--- src/rtl/lcd_nibble_sender.sv ---
// Byte-to-nibble transmitter for a 4-bit HD44780-style LCD bus.
// Drives DB7..DB4 and E with setup, pulse, inter-nibble and post-command timing.
module lcd_nibble_sender #(
  parameter int unsigned SETUP_CYCLES      = 2,
  parameter int unsigned E_HIGH_CYCLES     = 12,
  parameter int unsigned NIBBLE_GAP_CYCLES = 50,
  parameter int unsigned CMD_WAIT_CYCLES   = 2000
) (
  input  logic       Clock,
  input  logic       Reset,
  input  logic       iWriteBegin,
  input  logic [7:0] iData,
  output logic [3:0] oSender,
  output logic       oLCD_EN,
  output logic       oWriteDone,
  output logic       oBusy
);

  typedef enum logic [2:0] {
    S_IDLE,
    S_SETUP_H,
    S_E_H,
    S_GAP,
    S_SETUP_L,
    S_E_L,
    S_WAIT,
    S_DONE
  } state_t;

  localparam logic [15:0] L_SETUP = 16'(SETUP_CYCLES - 1);
  localparam logic [15:0] L_EHIGH = 16'(E_HIGH_CYCLES - 1);
  localparam logic [15:0] L_GAP   = 16'(NIBBLE_GAP_CYCLES - 1);
  localparam logic [15:0] L_WAIT  = 16'(CMD_WAIT_CYCLES - 1);

  state_t      r_state;
  state_t      w_next;
  logic [15:0] r_cnt;
  logic [15:0] w_limit;
  logic        w_expired;
  logic [7:0]  r_latch;
  logic [7:0]  w_byte;

  always_comb begin
    w_limit = '0;
    unique case (r_state)
      S_SETUP_H, S_SETUP_L: w_limit = L_SETUP;
      S_E_H, S_E_L:         w_limit = L_EHIGH;
      S_GAP:                w_limit = L_GAP;
      S_WAIT:               w_limit = L_WAIT;
      default:              w_limit = '0;
    endcase
    w_expired = (r_cnt == w_limit);

    w_next = r_state;
    unique case (r_state)
      S_IDLE:    if (iWriteBegin) w_next = S_SETUP_H;
      S_SETUP_H: if (w_expired)   w_next = S_E_H;
      S_E_H:     if (w_expired)   w_next = S_GAP;
      S_GAP:     if (w_expired)   w_next = S_SETUP_L;
      S_SETUP_L: if (w_expired)   w_next = S_E_L;
      S_E_L:     if (w_expired)   w_next = S_WAIT;
      S_WAIT:    if (w_expired)   w_next = S_DONE;
      S_DONE:                     w_next = S_IDLE;
      default:                    w_next = S_IDLE;
    endcase

    // On the accepting edge the latch is not yet loaded, so outputs use iData directly.
    w_byte = (r_state == S_IDLE) ? iData : r_latch;
  end

  // Outputs are registered from the next state so they line up with the state they describe.
  always_ff @(posedge Clock or negedge Reset) begin
    if (!Reset) begin
      r_state    <= S_IDLE;
      r_cnt      <= '0;
      r_latch    <= '0;
      oSender    <= '0;
      oLCD_EN    <= 1'b0;
      oWriteDone <= 1'b0;
      oBusy      <= 1'b0;
    end else begin
      r_state <= w_next;
      if (r_state == S_IDLE && iWriteBegin) r_latch <= iData;
      if (w_next != r_state || r_state == S_IDLE) r_cnt <= '0;
      else                                        r_cnt <= r_cnt + 16'd1;

      unique case (w_next)
        S_SETUP_H, S_E_H, S_GAP: oSender <= w_byte[7:4];
        S_SETUP_L, S_E_L, S_WAIT, S_DONE: oSender <= w_byte[3:0];
        default: oSender <= '0;
      endcase
      oLCD_EN    <= (w_next == S_E_H) || (w_next == S_E_L);
      oWriteDone <= (w_next == S_DONE);
      oBusy      <= (w_next != S_IDLE);
    end
  end

endmodule

--- config.mk ---
export PLATFORM = sky130hd
export DESIGN_NAME = lcd_nibble_sender
export DESIGN_NICKNAME = d
export VERILOG_FILES = /design/src/rtl/lcd_nibble_sender.sv
export SDC_FILE = /design/constraint.sdc
export NUM_CORES = 1
export LEC_CHECK = 0
export ABC_AREA = 1
export CAP_MARGIN = 20
export CELL_PAD_IN_SITES_DETAIL_PLACEMENT = 1
export CELL_PAD_IN_SITES_GLOBAL_PLACEMENT = 1
export CORE_MARGIN = 3
export CORE_UTILIZATION = 38
export DETAILED_ROUTE_END_ITERATION = 10
export GPL_ROUTABILITY_DRIVEN = 1
export MAX_ROUTING_LAYER = met4
export PLACE_DENSITY = 0.74
export SETUP_SLACK_MARGIN = 0.02
export SYNTH_ARGS = -nofsm -noshare
export SYNTH_HDL_FRONTEND = slang
export SYNTH_SLANG_ARGS = --single-unit
--- constraint.sdc ---
create_clock -name Clock -period 1.8 [get_ports Clock]
set_input_delay 0.36 -clock Clock [delete_from_list [all_inputs] [get_ports Clock]]
set_output_delay 0.36 -clock Clock [all_outputs]
set_load 0.02 [all_outputs]
==> metrics.txt, run 1 <==
# TYPE chip_impl_metric gauge
chip_impl_info{name="result_of_the_run",value="finished with violations"} 1
chip_impl_info{name="violated_checks",value="negative setup slack"} 1
chip_impl_info{name="synth_commonest_cells",value="51 x sky130_fd_sc_hd__nand2_1, 34 x sky130_fd_sc_hd__dfrtp_1, 25 x sky130_fd_sc_hd__nor2_1"} 1
chip_impl_info{name="largest_family_of_logic_cells_by_synthesized_area",value="simple AND/OR/NAND/NOR gates"} 1
chip_impl_metric{name="htreeDepth",unit=""} 2
chip_impl_metric{name="fin_ws",unit="ns"} -0.162
chip_impl_info{name="cts.root.buffer_cell",value="sky130_fd_sc_hd__clkbuf_8"} 1
chip_impl_metric{name="worst_setup_hold_path_clk_slew",unit="ns"} 0.07
chip_impl_metric{name="multiInputGateArea",unit="µm²"} 1070
chip_impl_metric{name="numClockSinks",unit=""} 34
chip_impl_metric{name="starting_utilization_of_the_core_area",unit=""} 0.412
chip_impl_metric{name="ratio_of_cells_with_drive_above_1_in_the_final_layout",unit=""} 0.448
chip_impl_metric{name="route.detailed.vias_per_inst",unit=""} 5.08
chip_impl_metric{name="final_core_util",unit=""} 0.614
chip_impl_metric{name="maxClockFrequency",unit="MHz"} 510
chip_impl_metric{name="worst_pin_slew",unit="ns"} 0.468
chip_impl_metric{name="globalRouteTotalUtil",unit=""} 0.223
chip_impl_metric{name="place_hpwl",unit="mm"} 3.63
chip_impl_metric{name="worstPathMaxFanout",unit=""} 3
chip_impl_metric{name="first_global_vias",unit=""} 1936
chip_impl_metric{name="synth_nets",unit=""} 236
chip_impl_info{name="most_frequent_cell_after_synthesis",value="sky130_fd_sc_hd__nand2_1"} 1
chip_impl_metric{name="area.growth.synth_to_final",unit="%"} 49.0
chip_impl_metric{name="max-clock-path-buffers",unit=""} 2
chip_impl_metric{name="fp-row-count",unit=""} 24
chip_impl_metric{name="required",unit="ns"} 1.98
chip_impl_info{name="chain_of_cells_forming_the_critical_path",value="ha_2 -> nand2_2 -> nor3_2 -> nand2_1 -> nor2_2 -> inv_2 -> nor2_2 -> inv_2 -> nor3_4 -> nand2_1 -> nor2_2 -> nor3_2"} 1
chip_impl_metric{name="initial_detailed_routing_violation_count",unit=""} 73
chip_impl_metric{name="slowest_cell_delay_on_critical_path",unit="ns"} 0.38
chip_impl_metric{name="die_h",unit="µm"} 76.3
chip_impl_info{name="worst_r2r_startpoint",value="r_cnt[1]"} 1
chip_impl_info{name="worst_hold_path_type",value="primary input to async pin"} 1
chip_impl_metric{name="max-cap-violations",unit=""} 0
chip_impl_metric{name="synth.area.mux_share",unit=""} 0.0240
chip_impl_metric{name="preCtsSetupSlack",unit="ns"} -0.191
chip_impl_info{name="synthDominantAreaCellType",value="sky130_fd_sc_hd__dfrtp_1"} 1
chip_impl_metric{name="port_buffers",unit=""} 17
chip_impl_metric{name="p_int",unit="mW"} 2.65
chip_impl_metric{name="yosysUniqueCellTypes",unit=""} 32
chip_impl_info{name="grt_setup_unrepaired",value="yes"} 1
chip_impl_metric{name="max_slew_vio_count",unit=""} 0
chip_impl_metric{name="simple_gate_share_of_the_synthesized_area",unit=""} 0.369
chip_impl_metric{name="fraction_of_the_yosys_area_taken_by_sequential_cells",unit=""} 0.452
chip_impl_metric{name="die_footprint",unit="µm²"} 5830
chip_impl_metric{name="place.gp.congestion",unit=""} 0.822
chip_impl_info{name="timing.critical_path.max_delay_family",value="simple AND/OR/NAND/NOR gates"} 1
chip_impl_info{name="worst-setup-path-type",value="flop to flop"} 1
chip_impl_metric{name="final_skew",unit="ns"} 0.00677
chip_impl_metric{name="crit_arrival",unit="ns"} 2.14
chip_impl_metric{name="postRouteWirelength",unit="mm"} 6.13
chip_impl_metric{name="power.switching_fraction",unit=""} 0.458
chip_impl_metric{name="cts_buffers",unit=""} 5
chip_impl_metric{name="grt_antenna_before_repair",unit=""} 0
chip_impl_metric{name="worst_hold_slack",unit="ns"} 0.479
chip_impl_metric{name="switchingPower",unit="mW"} 2.24
chip_impl_metric{name="io-pin-count",unit=""} 18
chip_impl_metric{name="postSynthRegisterBits",unit=""} 34
chip_impl_metric{name="finalSetupTns",unit="ns"} -2.25
chip_impl_metric{name="standard_cell_core_area",unit="µm²"} 4560
chip_impl_info{name="worst_path_max_delay_cell",value="sky130_fd_sc_hd__dfrtp_1"} 1
chip_impl_info{name="crit_path_start",value="r_cnt[1]"} 1
chip_impl_info{name="critPathMostFrequentCell",value="sky130_fd_sc_hd__nor2_2"} 1
chip_impl_info{name="crit_path_start_kind",value="flop"} 1
chip_impl_metric{name="finalSetupViolCount",unit=""} 24
chip_impl_metric{name="overflow",unit=""} 0
chip_impl_metric{name="final_min_period_over_clock_period",unit=""} 1.09
chip_impl_metric{name="nets",unit=""} 308
chip_impl_metric{name="pin_count_of_the_biggest_net_entering_global_routing",unit=""} 35
chip_impl_metric{name="post_layout_nonfiller_instances",unit=""} 362
chip_impl_info{name="worstSetupEndpointType",value="flop"} 1
chip_impl_metric{name="syn-cell-area",unit="µm²"} 1880
chip_impl_info{name="ys.flop_type",value="sky130_fd_sc_hd__dfrtp_1"} 1
chip_impl_metric{name="sequentialPowerShare",unit=""} 0.248
chip_impl_metric{name="timing.critical_path.buf_inv",unit=""} 2
chip_impl_metric{name="chipWidth",unit="µm"} 76.3
chip_impl_metric{name="detailedRoute.firstPassIterationCount",unit=""} 4
chip_impl_metric{name="grt_pass1_wl",unit="mm"} 9.92
chip_impl_metric{name="peak_ir_drop_on_the_vdd_network",unit="µV"} 1150
chip_impl_metric{name="power.combinational.fraction",unit=""} 0.630
chip_impl_metric{name="yosysWarningCount",unit=""} 0
chip_impl_metric{name="drc",unit=""} 0
chip_impl_metric{name="postSynth.asyncResetShare",unit=""} 1.00
chip_impl_metric{name="finalWorstPathRequiredPeriod",unit="ns"} 1.96
chip_impl_metric{name="clockPowerShare",unit=""} 0.123
chip_impl_metric{name="placed_cell_area",unit="µm²"} 2390
chip_impl_metric{name="total_leakage_power",unit="nW"} 1.33
chip_impl_metric{name="n_fill_cell",unit=""} 546
chip_impl_metric{name="synth_compound_gate_area_share",unit=""} 0.0572
chip_impl_metric{name="vias",unit=""} 1838
chip_impl_metric{name="hold_violations",unit=""} 0
chip_impl_metric{name="post-place-cells",unit=""} 340
chip_impl_metric{name="max-slew-margin-rel",unit=""} 0.688
chip_impl_metric{name="synth_top_area_frac",unit=""} 0.452
chip_impl_metric{name="postLayoutCellArea",unit="µm²"} 2800
chip_impl_metric{name="synthesis.area_per_instance",unit="µm²"} 8.40
chip_impl_metric{name="route.detailed.wl_per_inst",unit="µm"} 16.9
chip_impl_metric{name="p_per_area",unit="nW/µm²"} 1750
chip_impl_metric{name="area.sequential",unit="µm²"} 856
chip_impl_metric{name="final_antenna_net_count",unit=""} 0
chip_impl_metric{name="post_synth_inst_count",unit=""} 224
chip_impl_metric{name="n_antenna_cell",unit=""} 0
chip_impl_metric{name="post_synth_fa_ha_maj_area_fraction",unit=""} 0.00665
chip_impl_metric{name="design_power_total",unit="mW"} 4.89
chip_impl_info{name="synth.top_cells.by_area",value="sky130_fd_sc_hd__dfrtp_1 45%, sky130_fd_sc_hd__nand2_1 10%, sky130_fd_sc_hd__nor2_1 5.0%"} 1
chip_impl_metric{name="synth_edf_count",unit=""} 0
chip_impl_info{name="tritoncts",value="done"} 1
chip_impl_metric{name="post_synth_xor_area_fraction",unit=""} 0.0140
chip_impl_metric{name="clock_latency",unit="ns"} 0.30
sequential cells by signal (all words and copies together) (netlist names):
name,count
oBusy,1
oSender,4
r_latch,8
r_state,3
r_cnt,16
oLCD_EN,1
oWriteDone,1
timing repair:
item	CTS	global route
hold buffers	0	0
gates resized for setup	44	12
pin swaps	20	9
setup endpoints to repair	24	24
endpoints found under the hold margin	0	0
setup buffers	11	3
per-layer routing:
metal	up-vias	GRT usage	share of wire
met5	-	-	0
met1	930	0.258	0.43
met4	0	0.0707	0.024
met3	12	0.0390	0.027
met2	30	0.393	0.52
li1	866	-	-
cell families (layout without fill, tap and decap cells):
kind of cell    after synthesis  in the layout
fa+ha+maj                     1              1
simple gates                131            131
compound gates               19             19
xor+xnor                      3              3
mux                           4              4
flops                        34             34
buf+inv                      32            105
final timing paths:
path	to	slack (ns)	cells past startpoint
min reg2reg	oSender[1]	0.48	2
min	r_latch[4]	0.48	2
max	r_cnt[14]	-0.16	12
max reg2reg	r_cnt[14]	-0.16	12
min in group Clock	oSender[1]	0.48	2
max in group asynchronous	r_cnt[2]	0.96	2
final cells by class:
cell class	instances	area share
clock buffer	6	0.0295
clock inverter	2	0.00446
sequential	34	0.305
multi-input combinational	158	0.383
timing repair buffer	70	0.210
inverter	27	0.0388
tap	65	0.0290
worst register-to-register path: stages (launching register included):
cell and delay (ns):
sky130_fd_sc_hd__dfrtp_1 0.38, sky130_fd_sc_hd__ha_2 0.20, sky130_fd_sc_hd__nand2_2 0.07, sky130_fd_sc_hd__nor3_2 0.20
sky130_fd_sc_hd__nand2_1 0.13, sky130_fd_sc_hd__nor2_2 0.16, sky130_fd_sc_hd__inv_2 0.06, sky130_fd_sc_hd__nor2_2 0.09
sky130_fd_sc_hd__inv_2 0.07, sky130_fd_sc_hd__nor3_4 0.23, sky130_fd_sc_hd__nand2_1 0.10, sky130_fd_sc_hd__nor2_2 0.10
sky130_fd_sc_hd__nor3_2 0.05
power groups by stage:
stage / clock network, mW / logic [mW] / registers [mW]
after floorplan: 0 / 1.51 / 1.18
after global placement: 0 / 2.43 / 1.16
after detailed placement: 0 / 2.51 / 1.17
after CTS: 0.611 / 2.94 / 1.18
after global routing: 0.653 / 3.32 / 1.24
final: 0.600 / 3.08 / 1.21
cells in the final DEF (no fill, tap or decap), types with 8 or more instances in the layout:
cell / count
sky130_fd_sc_hd__nand2_1: 43
sky130_fd_sc_hd__buf_4: 48
sky130_fd_sc_hd__dfrtp_1: 30
sky130_fd_sc_hd__inv_1: 19
sky130_fd_sc_hd__o21ai_0: 12
sky130_fd_sc_hd__nand3_2: 11
sky130_fd_sc_hd__nand2_2: 10
sky130_fd_sc_hd__nor2_2: 8
sky130_fd_sc_hd__nor2_1: 18
sky130_fd_sc_hd__clkdlybuf4s50_1: 17
Note: power is estimated with default switching activity, not from simulation.
==> run 2: changes to the inputs <==
- CORE_MARGIN: 3 -> 2
==> run 2 against run 1 <==
The run still ends with negative setup slack left. Clock skew is 0.0018 ns lower. Sequential power hardly changed. Clock-buffer cell count stayed put. Utilization is 0.40 points lower. Critical endpoint is now oSender[3]. Largest cell class unchanged. Highest routed layer unchanged.
==> metrics.txt, run 2 (synthesized netlist as in run 1, its figures left out) <==
# TYPE chip_impl_metric gauge
chip_impl_info{name="result_of_the_run",value="finished with violations"} 1
chip_impl_info{name="violated_checks",value="negative setup slack"} 1
chip_impl_metric{name="chipWidth",unit="µm"} 74.3
chip_impl_metric{name="finalWorstPathRequiredPeriod",unit="ns"} 1.99
chip_impl_info{name="cts.root.buffer_cell",value="sky130_fd_sc_hd__clkbuf_8"} 1
chip_impl_info{name="endpoint",value="oSender[3]"} 1
chip_impl_metric{name="wire_length_on_met2",unit="mm"} 3.36
chip_impl_metric{name="worst_hold_slack",unit="ns"} 0.484
chip_impl_metric{name="clock_latency",unit="ns"} 0.29
chip_impl_metric{name="max-slew-margin-rel",unit=""} 0.705
chip_impl_metric{name="initial_detailed_routing_violation_count",unit=""} 73
chip_impl_metric{name="globalRouteTotalUtil",unit=""} 0.243
chip_impl_metric{name="route.detailed.vias_per_inst",unit=""} 4.96
chip_impl_metric{name="io-pin-count",unit=""} 18
chip_impl_metric{name="wirelength_met1",unit="mm"} 2.64
chip_impl_metric{name="place_hpwl",unit="mm"} 3.69
chip_impl_metric{name="final_min_period_over_clock_period",unit=""} 1.11
chip_impl_info{name="worstSetupEndpointType",value="flop"} 1
chip_impl_metric{name="cts_stage_hold_buffer_count",unit=""} 0
chip_impl_info{name="crit_path_start_kind",value="flop"} 1
chip_impl_metric{name="ff2ff_path_depth",unit=""} 12
chip_impl_info{name="worst_r2r_startpoint",value="r_cnt[12]"} 1
chip_impl_info{name="crit_path_start",value="r_cnt[12]"} 1
chip_impl_metric{name="crit_arrival",unit="ns"} 2.17
chip_impl_metric{name="hold_violations",unit=""} 0
chip_impl_metric{name="route.detailed.wl_per_inst",unit="µm"} 17.3
chip_impl_metric{name="post-place-cells",unit=""} 343
chip_impl_metric{name="worst_pin_slew",unit="ns"} 0.443
chip_impl_metric{name="fin_ws",unit="ns"} -0.192
chip_impl_metric{name="pin_count_of_the_biggest_net_entering_global_routing",unit=""} 35
chip_impl_metric{name="maxClockFrequency",unit="MHz"} 502
chip_impl_metric{name="final_skew",unit="ns"} 0.00495
chip_impl_metric{name="max_slew_vio_count",unit=""} 0
chip_impl_metric{name="multiInputGateArea",unit="µm²"} 1140
chip_impl_metric{name="overflow",unit=""} 0
chip_impl_metric{name="post_layout_nonfiller_instances",unit=""} 361
chip_impl_metric{name="htreeDepth",unit=""} 2
chip_impl_metric{name="starting_utilization_of_the_core_area",unit=""} 0.396
chip_impl_metric{name="drc",unit=""} 0
chip_impl_metric{name="ratio_of_cells_with_drive_above_1_in_the_final_layout",unit=""} 0.459
chip_impl_metric{name="postRouteWirelength",unit="mm"} 6.25
chip_impl_metric{name="finalSetupViolCount",unit=""} 24
chip_impl_info{name="top_layer",value="met4"} 1
chip_impl_metric{name="design_power_total",unit="mW"} 5.55
chip_impl_metric{name="die_h",unit="µm"} 74.3
chip_impl_metric{name="grt_antenna_before_repair",unit=""} 0
chip_impl_metric{name="max-cap-violations",unit=""} 0
chip_impl_metric{name="detailedRoute.firstPassIterationCount",unit=""} 4
chip_impl_metric{name="area.sequential",unit="µm²"} 855
chip_impl_metric{name="port_buffers",unit=""} 17
chip_impl_metric{name="ff2ff_setup_slack",unit="ns"} -0.19
chip_impl_metric{name="n_fill_cell",unit=""} 558
chip_impl_metric{name="required",unit="ns"} 1.98
chip_impl_metric{name="die_footprint",unit="µm²"} 5530
chip_impl_metric{name="n_antenna_cell",unit=""} 0
chip_impl_metric{name="p_per_area",unit="nW/µm²"} 1910
chip_impl_metric{name="cts_buffers",unit=""} 5
chip_impl_metric{name="final_core_util",unit=""} 0.610
chip_impl_metric{name="nets",unit=""} 306
chip_impl_metric{name="worstPathMaxFanout",unit=""} 5
chip_impl_info{name="largest_register",value="r_cnt"} 1
chip_impl_info{name="layout.cells.most_common",value="sky130_fd_sc_hd__buf_4"} 1
chip_impl_info{name="largest_registers",value="r_cnt: 16 flops, r_latch: 8 flops, oSender: 4 flops"} 1
chip_impl_metric{name="standard_cell_core_area",unit="µm²"} 4750
chip_impl_metric{name="wl_met3",unit="µm"} 162
chip_impl_info{name="reg2reg_to",value="oSender[3]"} 1
chip_impl_metric{name="place.gp.congestion",unit=""} 0.837
chip_impl_metric{name="total_leakage_power",unit="nW"} 1.35
chip_impl_metric{name="worst_setup_hold_path_clk_slew",unit="ns"} 0.07
chip_impl_info{name="leading_cell_types_in_the_layout_fill_and_taps_excluded",value="43 x sky130_fd_sc_hd__buf_4, 40 x sky130_fd_sc_hd__nand2_1, 31 x sky130_fd_sc_hd__dfrtp_1, 20 x sky130_fd_sc_hd__inv_1, 18 x sky130_fd_sc_hd__nor2_1"} 1
chip_impl_metric{name="vias",unit=""} 1791
chip_impl_metric{name="grt_pass1_wl",unit="mm"} 9.54
chip_impl_info{name="worst_hold_path_type",value="primary input to async pin"} 1
chip_impl_info{name="worst-setup-path-type",value="flop to flop"} 1
chip_impl_info{name="tritoncts",value="done"} 1
chip_impl_metric{name="fp-row-count",unit=""} 25
chip_impl_metric{name="flip_flop_count_of_the_largest_register_after_layout",unit=""} 16
chip_impl_metric{name="area.growth.synth_to_final",unit="%"} 54.2
chip_impl_metric{name="first_global_vias",unit=""} 1887
chip_impl_metric{name="max-clock-path-buffers",unit=""} 2
chip_impl_info{name="grt_setup_unrepaired",value="yes"} 1
chip_impl_metric{name="final_antenna_net_count",unit=""} 0
chip_impl_metric{name="peak_ir_drop_on_the_vdd_network",unit="µV"} 1170
chip_impl_metric{name="numClockSinks",unit=""} 34
[run 2: what timing repair did]
item / CTS / global route
setup endpoints to repair: 24 / 24
buffers inserted: 4 / 6
cloned: 1 / 0
gates resized for setup: 40 / 31
pin swaps: 11 / 18
[run 2: report_power, final]
| part | switching (mW) | internal, mW | total, mW |
|---|---|---|---|
| registers | 0.201 | 1.00 | 1.21 |
| clock network | 0.283 | 0.443 | 0.726 |
| logic | 1.96 | 1.66 | 3.62 |
[run 2: routing by layer]
metal	up-vias	global-route usage
met2	29	0.395
met3	10	0.0488
li1	859	-
met4	0	0.107
met5	-	-
met1	893	0.293
[run 2: worst min-delay path by stage]
stage / end / cells after the start / slack [ns]
2_1_floorplan: oBusy / 0 / 0.06
3_3_place_gp: oSender[0] / 2 / 0.46
3_5_place_dp: oSender[1] / 2 / 0.47
4_1_cts: oSender[1] / 2 / 0.49
5_1_grt: oSender[0] / 2 / 0.52
6_report: r_latch[4] / 2 / 0.48
[run 2: final cells by class]
class,count,area share
repair buffers,68,0.209
clock inverters,1,0.0104
inverters,27,0.0367
multi-input cells,158,0.392
well taps,67,0.0289
clock buffers,6,0.0285
flip-flops and latches,34,0.295
[run 2: stage by stage]
step	worst slack, ns	area, µm²	TNS, ns
after floorplan	0.130	1880	0
after global placement	-0.137	2400	-1.88
after detailed placement	-0.229	2400	-3.44
after CTS	-0.0892	2730	-0.780
after global routing	-0.260	2900	-4.78
final	-0.192	2900	-3.19
[run 2: worst max-delay path, cell delays in order, from the launching register on]
cell	delay [ns]
sky130_fd_sc_hd__dfrtp_1	0.37
sky130_fd_sc_hd__inv_1	0.13
sky130_fd_sc_hd__nand2_1	0.10
sky130_fd_sc_hd__nor2_1	0.29
sky130_fd_sc_hd__nand2_2	0.13
sky130_fd_sc_hd__nor2_4	0.16
sky130_fd_sc_hd__nand3_4	0.13
sky130_fd_sc_hd__nand3_2	0.10
sky130_fd_sc_hd__nand2_2	0.07
sky130_fd_sc_hd__nor2_4	0.12
sky130_fd_sc_hd__nand3_4	0.14
sky130_fd_sc_hd__nand3_2	0.10
sky130_fd_sc_hd__nand2_1	0.06
==> run 3: changes to the inputs <==
- SLEW_MARGIN: not set -> 20
==> results of run 3 <==
Final layout, timing and power as in run 2 (identical DEF).
